### src/rtl/json_cmd_serializer_if.sv
// Command-frame input and byte-stream output of the JSON serializer.
interface json_cmd_serializer_if #(
  parameter int unsigned NUM_CH = 2,
  parameter int unsigned VAL_W  = 12
);
  logic [3:0]              cmd_type;
  logic [NUM_CH*VAL_W-1:0] ch_value;
  logic                    cmd_valid;
  logic                    cmd_ready;
  logic [7:0]              out_data;
  logic                    out_valid;
  logic                    out_ready;
  logic                    frame_done;
  logic                    busy;

  // Frame producer / UART side
  modport master (
    output cmd_type, ch_value, cmd_valid, out_ready,
    input  cmd_ready, out_data, out_valid, frame_done, busy
  );

  // Serializer side
  modport slave (
    input  cmd_type, ch_value, cmd_valid, out_ready,
    output cmd_ready, out_data, out_valid, frame_done, busy
  );
endinterface

### src/rtl/json_cmd_serializer.sv
// Latches a command frame, converts each channel to BCD by double-dabble and
// streams a fixed-length JSON line ({"T":t,"n":sd.dd,...}\n) byte by byte.
// An optional heartbeat resends the last latched frame after an idle period.
module json_cmd_serializer #(
  parameter int unsigned         NUM_CH           = 2,
  parameter int unsigned         VAL_W            = 12,
  parameter logic [NUM_CH*8-1:0] CH_NAMES         = "LR",
  parameter int unsigned         MAX_TYPE         = 3,
  parameter int unsigned         HEARTBEAT_CYCLES = 0
) (
  input logic                  clk,
  input logic                  reset,
  json_cmd_serializer_if.slave bus
);

  localparam int unsigned FLEN  = 8 + 10 * NUM_CH;
  localparam int unsigned IDX_W = $clog2(FLEN);
  localparam int unsigned CH_W  = (NUM_CH > 1) ? $clog2(NUM_CH) : 1;
  localparam int unsigned HB_W  = (HEARTBEAT_CYCLES > 0) ? $clog2(HEARTBEAT_CYCLES + 1) : 1;

  typedef enum logic [1:0] {
    S_IDLE,
    S_CONVERT,
    S_SEND
  } state_t;

  state_t r_state;
  state_t w_next;

  // Latched, sanitised frame
  logic [3:0]                r_type;
  logic [NUM_CH-1:0]         r_neg;
  logic [NUM_CH-1:0][9:0]    r_mag;
  logic [NUM_CH-1:0][11:0]   r_bcd;

  // Conversion state
  logic [21:0]     r_sh;
  logic [3:0]      r_bit;
  logic [CH_W-1:0] r_ch;

  logic [IDX_W-1:0] r_byte_idx;
  logic [HB_W-1:0]  r_hb_cnt;
  logic             r_frame_done;

  logic w_accept;
  logic w_hb_fire;
  logic w_conv_last;
  logic w_byte_take;
  logic w_last_byte;

  logic [NUM_CH-1:0][VAL_W:0] w_wide;
  logic [NUM_CH-1:0][VAL_W:0] w_abs;
  logic [NUM_CH-1:0][9:0]     w_mag;
  logic [NUM_CH-1:0]          w_neg;
  logic                       w_stop;

  logic [21:0] w_src;
  logic [21:0] w_adj;
  logic [21:0] w_shift;

  logic [31:0] w_idx;
  logic [31:0] w_off;
  logic [7:0]  w_byte;

  assign w_accept    = bus.cmd_valid && (r_state == S_IDLE);
  assign w_hb_fire   = (HEARTBEAT_CYCLES != 0) && (r_state == S_IDLE) &&
                       (r_hb_cnt == HB_W'(HEARTBEAT_CYCLES));
  assign w_conv_last = (r_state == S_CONVERT) && (r_bit == 4'd9) &&
                       (r_ch == CH_W'(NUM_CH - 1));
  assign w_byte_take = (r_state == S_SEND) && bus.out_ready;
  assign w_last_byte = w_byte_take && (r_byte_idx == IDX_W'(FLEN - 1));

  // Sanitise incoming values: illegal type forces the stop frame, magnitudes clip at 999
  always_comb begin
    w_stop = (bus.cmd_type > 4'(MAX_TYPE));
    w_wide = '0;
    w_abs  = '0;
    w_mag  = '0;
    w_neg  = '0;
    for (int unsigned i = 0; i < NUM_CH; i++) begin
      w_wide[i] = {bus.ch_value[i*VAL_W + VAL_W - 1], bus.ch_value[i*VAL_W +: VAL_W]};
      w_abs[i]  = w_wide[i][VAL_W] ? (~w_wide[i]) + (VAL_W + 1)'(1) : w_wide[i];
      if (!w_stop) begin
        w_neg[i] = w_wide[i][VAL_W];
        w_mag[i] = (w_abs[i] > (VAL_W + 1)'(999)) ? 10'd999 : w_abs[i][9:0];
      end
    end
  end

  // One double-dabble step: load on the first bit, add-3 on BCD digits >= 5, shift left
  always_comb begin
    w_src = (r_bit == 4'd0) ? {12'd0, r_mag[r_ch]} : r_sh;
    w_adj = w_src;
    for (int unsigned d = 0; d < 3; d++) begin
      if (w_src[10 + 4*d +: 4] >= 4'd5) begin
        w_adj[10 + 4*d +: 4] = w_src[10 + 4*d +: 4] + 4'd3;
      end
    end
    w_shift = w_adj << 1;
  end

  // Byte selected by the current frame index
  always_comb begin
    w_idx  = 32'(r_byte_idx);
    w_off  = '0;
    w_byte = 8'h00;
    if (w_idx == 32'd0)              w_byte = "{";
    else if (w_idx == 32'd1)         w_byte = "\"";
    else if (w_idx == 32'd2)         w_byte = "T";
    else if (w_idx == 32'd3)         w_byte = "\"";
    else if (w_idx == 32'd4)         w_byte = ":";
    else if (w_idx == 32'd5)         w_byte = 8'h30 + {4'h0, r_type};
    else if (w_idx == FLEN - 2)      w_byte = "}";
    else if (w_idx == FLEN - 1)      w_byte = 8'h0A;
    else begin
      for (int unsigned i = 0; i < NUM_CH; i++) begin
        if (w_idx >= 6 + 10*i && w_idx < 16 + 10*i) begin
          w_off = w_idx - (6 + 10*i);
          case (w_off)
            32'd0:   w_byte = ",";
            32'd1:   w_byte = "\"";
            32'd2:   w_byte = CH_NAMES[8*(NUM_CH - 1 - i) +: 8];
            32'd3:   w_byte = "\"";
            32'd4:   w_byte = ":";
            32'd5:   w_byte = r_neg[i] ? "-" : " ";
            32'd6:   w_byte = 8'h30 + {4'h0, r_bcd[i][11:8]};
            32'd7:   w_byte = ".";
            32'd8:   w_byte = 8'h30 + {4'h0, r_bcd[i][7:4]};
            default: w_byte = 8'h30 + {4'h0, r_bcd[i][3:0]};
          endcase
        end
      end
    end
  end

  // State register
  always_ff @(posedge clk) begin
    if (reset) r_state <= S_IDLE;
    else       r_state <= w_next;
  end

  // Next state: a command beats a heartbeat due in the same cycle
  always_comb begin
    w_next = r_state;
    unique case (r_state)
      S_IDLE: begin
        if (w_accept)       w_next = S_CONVERT;
        else if (w_hb_fire) w_next = S_SEND;
      end
      S_CONVERT: if (w_conv_last) w_next = S_SEND;
      S_SEND:    if (w_last_byte) w_next = S_IDLE;
      default:   w_next = S_IDLE;
    endcase
  end

  // Outputs
  always_comb begin
    bus.cmd_ready  = (r_state == S_IDLE);
    bus.busy       = (r_state != S_IDLE);
    bus.out_valid  = (r_state == S_SEND);
    bus.out_data   = (r_state == S_SEND) ? w_byte : 8'h00;
    bus.frame_done = r_frame_done;
  end

  // Frame latch, BCD conversion, byte index and heartbeat counter
  always_ff @(posedge clk) begin
    if (reset) begin
      r_type       <= '0;
      r_neg        <= '0;
      r_mag        <= '0;
      r_bcd        <= '0;
      r_sh         <= '0;
      r_bit        <= '0;
      r_ch         <= '0;
      r_byte_idx   <= '0;
      r_hb_cnt     <= '0;
      r_frame_done <= 1'b0;
    end else begin
      r_frame_done <= w_last_byte;

      if (w_accept) begin
        r_type <= w_stop ? 4'd0 : bus.cmd_type;
        r_neg  <= w_neg;
        r_mag  <= w_mag;
        r_bit  <= '0;
        r_ch   <= '0;
      end

      if (r_state == S_CONVERT) begin
        r_sh <= w_shift;
        if (r_bit == 4'd9) begin
          r_bcd[r_ch] <= w_shift[21:10];
          r_bit       <= '0;
          r_ch        <= w_conv_last ? '0 : r_ch + CH_W'(1);
        end else begin
          r_bit <= r_bit + 4'd1;
        end
      end

      if (r_state != S_SEND)  r_byte_idx <= '0;
      else if (w_last_byte)   r_byte_idx <= '0;
      else if (w_byte_take)   r_byte_idx <= r_byte_idx + IDX_W'(1);

      if ((HEARTBEAT_CYCLES != 0) && (r_state == S_IDLE) && !w_accept && !w_hb_fire)
        r_hb_cnt <= r_hb_cnt + HB_W'(1);
      else
        r_hb_cnt <= '0;
    end
  end

endmodule

### src/flat_wrapper.sv
// flat-port wrapper written by rule: the top's interface ports become plain ports
module json_cmd_serializer_flat 
#(
  parameter int unsigned         NUM_CH           = 2,
  parameter int unsigned         VAL_W            = 12,
  parameter logic [NUM_CH*8-1:0] CH_NAMES         = "  ",
  parameter int unsigned         MAX_TYPE         = 3,
  parameter int unsigned         HEARTBEAT_CYCLES = 0
)
  (clk, reset, bus_cmd_type, bus_ch_value, bus_cmd_valid, bus_out_ready, bus_cmd_ready, bus_out_data, bus_out_valid, bus_frame_done, bus_busy);
  json_cmd_serializer_if #(.NUM_CH(NUM_CH), .VAL_W(VAL_W)) bus_i ();
  input logic clk;
  input logic reset;
  input wire logic [$bits(bus_i.cmd_type)-1:0] bus_cmd_type;
  input wire logic [$bits(bus_i.ch_value)-1:0] bus_ch_value;
  input wire logic [$bits(bus_i.cmd_valid)-1:0] bus_cmd_valid;
  input wire logic [$bits(bus_i.out_ready)-1:0] bus_out_ready;
  output wire logic [$bits(bus_i.cmd_ready)-1:0] bus_cmd_ready;
  output wire logic [$bits(bus_i.out_data)-1:0] bus_out_data;
  output wire logic [$bits(bus_i.out_valid)-1:0] bus_out_valid;
  output wire logic [$bits(bus_i.frame_done)-1:0] bus_frame_done;
  output wire logic [$bits(bus_i.busy)-1:0] bus_busy;
  assign bus_i.cmd_type = bus_cmd_type;
  assign bus_i.ch_value = bus_ch_value;
  assign bus_i.cmd_valid = bus_cmd_valid;
  assign bus_i.out_ready = bus_out_ready;
  assign bus_cmd_ready = bus_i.cmd_ready;
  assign bus_out_data = bus_i.out_data;
  assign bus_out_valid = bus_i.out_valid;
  assign bus_frame_done = bus_i.frame_done;
  assign bus_busy = bus_i.busy;
  json_cmd_serializer #(.NUM_CH(NUM_CH), .VAL_W(VAL_W), .CH_NAMES(CH_NAMES), .MAX_TYPE(MAX_TYPE), .HEARTBEAT_CYCLES(HEARTBEAT_CYCLES)) u_core (.clk(clk), .reset(reset), .bus(bus_i));
endmodule
### config.mk
export PLATFORM = sky130hd
export DESIGN_NAME = json_cmd_serializer_flat
export DESIGN_NICKNAME = d
export VERILOG_FILES = /design/src/rtl/json_cmd_serializer_if.sv /design/src/rtl/json_cmd_serializer.sv /design/src/flat_wrapper.sv
export SDC_FILE = /design/constraint.sdc
export NUM_CORES = 1
export LEC_CHECK = 0
export ABC_CLOCK_PERIOD_IN_PS = 4250
export BUFFER_PORTS_ARGS = -buffer_cell sky130_fd_sc_hd__buf_2
export CAP_MARGIN = 15
export CORE_ASPECT_RATIO = 2
export CORE_MARGIN = 2
export CORE_UTILIZATION = 55
export CTS_CLUSTER_DIAMETER = 150
export CTS_CLUSTER_SIZE = 28
export DETAILED_ROUTE_END_ITERATION = 10
export GPL_TIMING_DRIVEN = 0
export HOLD_SLACK_MARGIN = 0.12
export PLACE_DENSITY = 0.71
export SYNTH_ARGS = -nofsm -noshare
export SYNTH_HDL_FRONTEND = slang
export SYNTH_SLANG_ARGS = --single-unit
export TNS_END_PERCENT = 20
### constraint.sdc
create_clock -name clk -period 4.25 [get_ports clk]
set_input_delay 0.425 -clock clk [delete_from_list [all_inputs] [get_ports clk]]
set_output_delay 0.425 -clock clk [all_outputs]
set_load 0.03 [all_outputs]
# Word level (Yosys, flattened, before mapping)
# Cells that the tools add are included.
[word_totals] regBits=84 inputBits=32 word_cells=137
[op_classes] addsub=17 n_lt_le_gt_ge=12 eq_ne=30 mux=44 bitwise_logic=2 reduce_logical=20
[ops] op="32-bit by 3-bit == test with 1-bit output (second input constant)" n=8
[ops] op="32-bit by 2-bit == test with 1-bit output (second input constant)" n=4
[ops] op="8-bit one-hot mux with 8 select lines" n=2
[ops] op="8-bit two-way mux" n=11
[ops] op="32-bit by 1-bit == test with 1-bit output (second input constant)" n=2
[ops] op="32-bit by 4-bit == test with 1-bit output (second input constant)" n=2
[ops] op="32-bit logical NOT" n=2
[ops] op="10-bit two-way mux" n=6
[ops] op="6-bit by 4-bit adder with 7-bit output (first input constant)" n=7
[ops] op="4-bit two-way mux" n=8
[ops] op="13-bit by 1-bit adder with 13-bit output (second input constant)" n=2
[ops] op="13-bit by 10-bit > comparator with 1-bit output (second input constant)" n=2
[ops] op="13-bit two-way mux" n=2
[ops] op="13-bit NOT" n=2
[ops] op="24-bit bitwise mux" n=1
[ops] op="22-bit two-way mux" n=1
[ops] op="12-bit demux with 1-bit select" n=1
[ops] op="4-bit by 3-bit >= comparator with 1-bit output (second input constant)" n=3
[ops] op="12-bit two-way mux" n=1
[ops] op="5-bit by 2-bit == test with 1-bit output (second input constant)" n=2
[ops] op="5-bit by 3-bit == test with 1-bit output (second input constant)" n=2
[ops] op="5-bit == test (second input constant)" n=2
[ops] op="5-bit < comparator (second input constant)" n=2
[ops] op="4-bit by 2-bit adder with 4-bit output (second input constant)" n=2
[ops] op="other kinds (30)" n=48

# Longest topological paths before layout
[logic_depth] depth_word=15 depth_mapped=12

# Worst setup path after synthesis
# Ideal clock, no wire load.
[synth_timing] path_kind="reg-to-output" start="register u_core.r_byte_idx[1]" end="output port bus_out_data[0]" arrival_ps=2734 t_required_ps=3825 slack_ps=1091 path_stages_with_launch=11 cell_sequence="dfxtp_1 > inv_1 > ha_1 > clkbuf_1 > or4_1 > clkbuf_1 > mux2i_1 > o21ai_0 > o2bb2ai_1 > a221oi_1 > o21ai_0"
[synth_between] elab_chain_len=15
[synth_rtl] element="start: declaration" line_no="json_cmd_serializer.sv:41" rtl="logic [IDX_W-1:0] r_byte_idx;"
[synth_rtl] element="start signal: assignment" line_no="json_cmd_serializer.sv:202" rtl="else if (w_byte_take) r_byte_idx <= r_byte_idx + IDX_W'(1);"
[synth_rtl] element="5-bit by 3-bit subtractor with 6-bit output" line_no="json_cmd_serializer.sv:118" rtl="w_off = w_idx - (6 + 10*i);"
[synth_rtl] element="32-bit by 1-bit == test with 1-bit output / 32-bit by 2-bit == test with 1-bit output (equally long branches)" line_no="json_cmd_serializer.sv:119" rtl="case (w_off)"
[synth_rtl] element="2-bit OR reduction (no source line)"
[synth_rtl] element="8-bit one-hot mux with 8 select lines" line_no="json_cmd_serializer.sv:119"
[synth_rtl] element="8-bit two-way mux (2 in series)" line_no="json_cmd_serializer.sv:117" rtl="if (w_idx >= 6 + 10*i && w_idx < 16 + 10*i) begin"
[synth_rtl] element="8-bit two-way mux" line_no="json_cmd_serializer.sv:114" rtl="else if (w_idx == FLEN - 1) w_byte = 8'h0A;"
[synth_rtl] element="8-bit two-way mux" line_no="json_cmd_serializer.sv:113" rtl="else if (w_idx == FLEN - 2) w_byte = \"}\";"
[synth_rtl] element="8-bit two-way mux" line_no="json_cmd_serializer.sv:112" rtl="else if (w_idx == 32'd5) w_byte = 8'h30 + {4'h0, r_type};"
[synth_rtl] element="8-bit two-way mux" line_no="json_cmd_serializer.sv:111" rtl="else if (w_idx == 32'd4) w_byte = \":\";"
[synth_rtl] element="8-bit two-way mux" line_no="json_cmd_serializer.sv:110" rtl="else if (w_idx == 32'd3) w_byte = \"\\\"\";"
[synth_rtl] element="8-bit two-way mux" line_no="json_cmd_serializer.sv:109" rtl="else if (w_idx == 32'd2) w_byte = \"T\";"
[synth_rtl] element="8-bit two-way mux" line_no="json_cmd_serializer.sv:108" rtl="else if (w_idx == 32'd1) w_byte = \"\\\"\";"
[synth_rtl] element="8-bit two-way mux (*)" line_no="json_cmd_serializer.sv:107" rtl="if (w_idx == 32'd0) w_byte = \"{\";"
[synth_rtl] element="8-bit two-way mux (*)" line_no="json_cmd_serializer.sv:161" rtl="bus.out_data = (r_state == S_SEND) ? w_byte : 8'h00;"
[synth_rtl] element="end: declaration" line_no="flat_wrapper.sv:19" rtl="output wire logic [$bits(bus_i.out_data)-1:0] bus_out_data;"
# Every way passes the cells marked *; elsewhere a longest branch is shown, timed or not.

# Worst setup path in the final report
# Same ends and word-level chain as after synthesis.

==> results by group <==
Timing
  – Hold Violations, Final: 0
  – Final-report setup violation count: 0
  – Final min period: 4.04 ns
  – Worst Tran Pin Value: 0.766 ns
  – WHS: 0.335 ns
  – RSZ-0062 raised after global routing: false
  – Setup_tns: 0 ns
  – Period utilisation layout: 0.952
  – Max-slew headroom: 0.486
  – Post-Route Skew: 0.00541 ns
  – Max Freq: between 0.2 and 0.25 GHz
  – Slew Viols, Final: 0

Global routing
  – Antenna violations before repair: 0
  – Met3 Usage GRT: 0.0648
  – Vias in the first global route: around 5500
  – Met2 GRT Util: 0.606
  – Largest net degree at the start of global routing: 14
  – Met1 Use GR: 0.319
  – Gr usage total: 0.333
  – First-pass GRT wire length: 27100 um
  – Grt total ovfl: 0
  – GRT busiest layer: met2

Clock network
  – # Post-CTS Setup Buffers: 0
  – Longest Clk Path Bufs: 2
  – CTS clock-pin slew for the worst setup and hold paths: 0.06 ns
  – TritonCTS clock tree: built
  – Skew-Pair Late Insertion Delay: 0.34 ns
  – CTS buffer count: 9
  – H-Tree Depth: 3
  – Root Driver: clkbuf_16
  – Clk sinks: between 80 and 90
  – CTS-repair resized insts: 0
  – Post-CTS Hold Fix Bufs: 0

Worst hold path
  – Hold wc startpoint: bus_cmd_type[1]
  – WHS Path Cells: 3
  – HP Class: primary input to flip-flop

Critical path
  – Critical Path AT: 3.62 ns
  – CP max stage delay: 0.44 ns
  – Reg-to-Reg Start: u_core.r_bit[0]
  – CP startpoint: u_core.r_byte_idx[1]
  – Most used cell, CP: clkbuf_1
  – CP Class: flip-flop to output pin
  – Crit path max-delay cell type: clkbuf_1
  – Req. time, crit path: around 3.8 ns
  – CP endpoint: bus_out_data[0]
  – Crit-path cells: inv_1, ha_1, clkbuf_1, or4_1, clkbuf_1, nand3_1, o21ai_1, o2bb2ai_1, a221oi_1, o21ai_0, buf_2
  – Maximum fanout along the worst path: 10
  – R2R depth: 10
  – Worst R2R End: u_core.r_bcd[20]
  – Worst Setup Start Kind: flip-flop
  – FF-to-FF setup slack: 1.66 ns
  – Critical Path Sink Type: output pin

Drt
  – Routed WL: between 15000 and 20000 um
  – Via density: roughly 6.2
  – Post-DRT Antenna Nets: 0
  – Avg WL per Cell: 18.7 um
  – Iter 0 DRT Violations: roughly 380
  – Vias post-DR: 5629
  – First-pass DRT Iterations: 6
  – Drt drc: 0

Job
  – Max cap viols: 0

Layout
  – Nets: about 830
  – Fin area: 6120 um^2
  – Area growth syn-to-layout: 12.5%
  – Number of diodes: 0
  – FILL cells: 957
  – Fraction of layout cells with a size suffix above 1: 0.106

Synth
  – Synth Area per Inst: 7.44 um^2
  – Async S/R FF share, synth: 0
  – Netlist cell types: 71
  – Top cell type by total area after synthesis: dfxtp_1
  – Post-synth top area share: 0.309
  – Cells after synthesis: 731
  – Syn Nets: 781
  – Yosys synthesis warning count: 0
  – Post-synth EDFFs: 0
  – Register area share after synthesis: 0.309
  – Yosys reg bits: 84
  – Cell Area, Synth: 5440 um^2
  – Ys flop type: dfxtp_1
  – Ranking of synthesized cells by area: dfxtp_1 (31%), nand2_1 (8.8%), a21oi_1 (8.0%)

Pwr
  – Max rail drop VDD: roughly 0.00026 V
  – PD cells: 310 nW/um^2
  – Leak: 2.25 nW

Floorplan
  – Row count: between 50 and 60
  – I/O pins: 44
  – Area of the core: 9700 um^2
  – Chip width: 74.3 um
  – Initial Util: 0.561
  – Die Y-Extent: 145 um
  – Die area: 10700 um^2

Placement
  – Placer congestion estimate: ~0.99
  – Placed cell areas: 5790 um^2
  – PortBufs: 37
  – DP HPWL: between 10000 and 15000 um

Outcome
  – Status: finished, final reports clean
-- logic make-up after synthesis --
group | after synthesis | share of synthesized area
compound gates | 225 | 0.273
simple gates | 297 | 0.258
fa+ha+maj | 18 | 0.0414
flops | 84 | 0.309
other cells | 1 | 0.000690
buf+inv | 73 | 0.0614
xor+xnor | 18 | 0.0290
mux | 15 | 0.0278
-- Yosys cell counts (10+ instances only) --
| cell | number |
|---|---|
| a21oi_1 | 87 |
| ha_1 | 18 |
| inv_1 | 22 |
| a211oi_1 | 11 |
| nand3_1 | 18 |
| nand2_1 | 128 |
| clkbuf_1 | 37 |
| nand2b_1 | 12 |
| nor2_1 | 59 |
| mux2i_1 | 14 |
| o211ai_1 | 16 |
| o21ai_0 | 33 |
| nor3_1 | 18 |
| dfxtp_1 | 84 |
| o31ai_1 | 10 |
| xor2_1 | 11 |
| nor2b_1 | 10 |
-- layout by cell type (no fill, tap or decap), types with 6 or more instances in the layout --
master,instances
nand3_1,18
dfxtp_1,84
xnor2_1,7
a211oi_1,11
mux2i_1,14
xor2_1,11
nor2b_1,10
ha_1,18
o211ai_1,16
nand2b_1,12
buf_2,39
o21ai_0,32
nor2_1,59
nand2_1,128
a21oi_1,87
o31ai_1,10
clkbuf_16,9
clkbuf_1,36
and3_1,7
and2_1,6
a22oi_1,6
inv_1,22
nor3_1,18
a22o_1,8
-- through the flow --
stage	setup slack, ns	instances	power (mW)	utilization
CTS	0.333	914	1.90	0.630
global route	0.000939	914	1.96	0.631
detailed placement	0.703	900	1.04	0.597
finish	0.206	914	1.89	0.631
global placement	0.717	900	1.03	0.597
floorplan	1.09	731	0.967	-
-- cell type report --
class	count	area (um^2)	area share
clock inverters	5	103	0.0168
inverters	22	82.6	0.0135
repair buffers	38	190	0.0311
plain buffers	50	248	0.0405
clock buffers	9	225	0.0368
well taps	132	165	0.0270
flip-flops and latches	84	1680	0.275
multi-input cells	574	3420	0.559
-- worst max-delay path, delay by kind of cell, from the launching register on --
| family | cells | cell delay [ns] |
|---|---|---|
| adders and majority gates | 1 | 0.16 |
| and+or+nand+nor | 2 | 0.59 |
| buffers and inverters | 4 | 1.20 |
| DFF | 1 | 0.40 |
| AOI/OAI and AO/OA | 4 | 0.93 |
-- sequential cells by signal, summed over array words and instances (netlist names) --
| name | flops |
|---|---|
| u_core.r_bit | 4 |
| u_core.r_state | 2 |
| u_core.r_type | 4 |
| u_core.r_bcd | 24 |
| u_core.r_byte_idx | 5 |
| u_core.r_ch | 1 |
| u_core.r_neg | 2 |
| u_core.bus.frame_done | 1 |
| u_core.r_mag | 20 |
| u_core.r_sh | 21 |
-- metal layers --
layer,vias to the layer above,wire length (um)
met2,200,9180
met5,-,0
met1,2642,5880
li1,2717,-
met3,70,727
met4,0,1290
-- where the power goes --
group / leakage (nW) / internal [mW] / switching [mW]
combinational: 1.42 / 0.0728 / 0.137
clock: 0.157 / 0.566 / 0.303
sequential: 0.679 / 0.802 / 0.0128
total: 2.25 / 1.44 / 0.452
-- how the worst min path moves through the flow --
stage	to
finish	u_core.r_type[1]
global route	u_core.r_type[1]
CTS	u_core.r_type[0]
detailed placement	u_core.r_mag[15]
global placement	u_core.r_mag[15]
floorplan	u_core.r_mag[15]
Note: power is estimated with default switching activity, not from simulation.
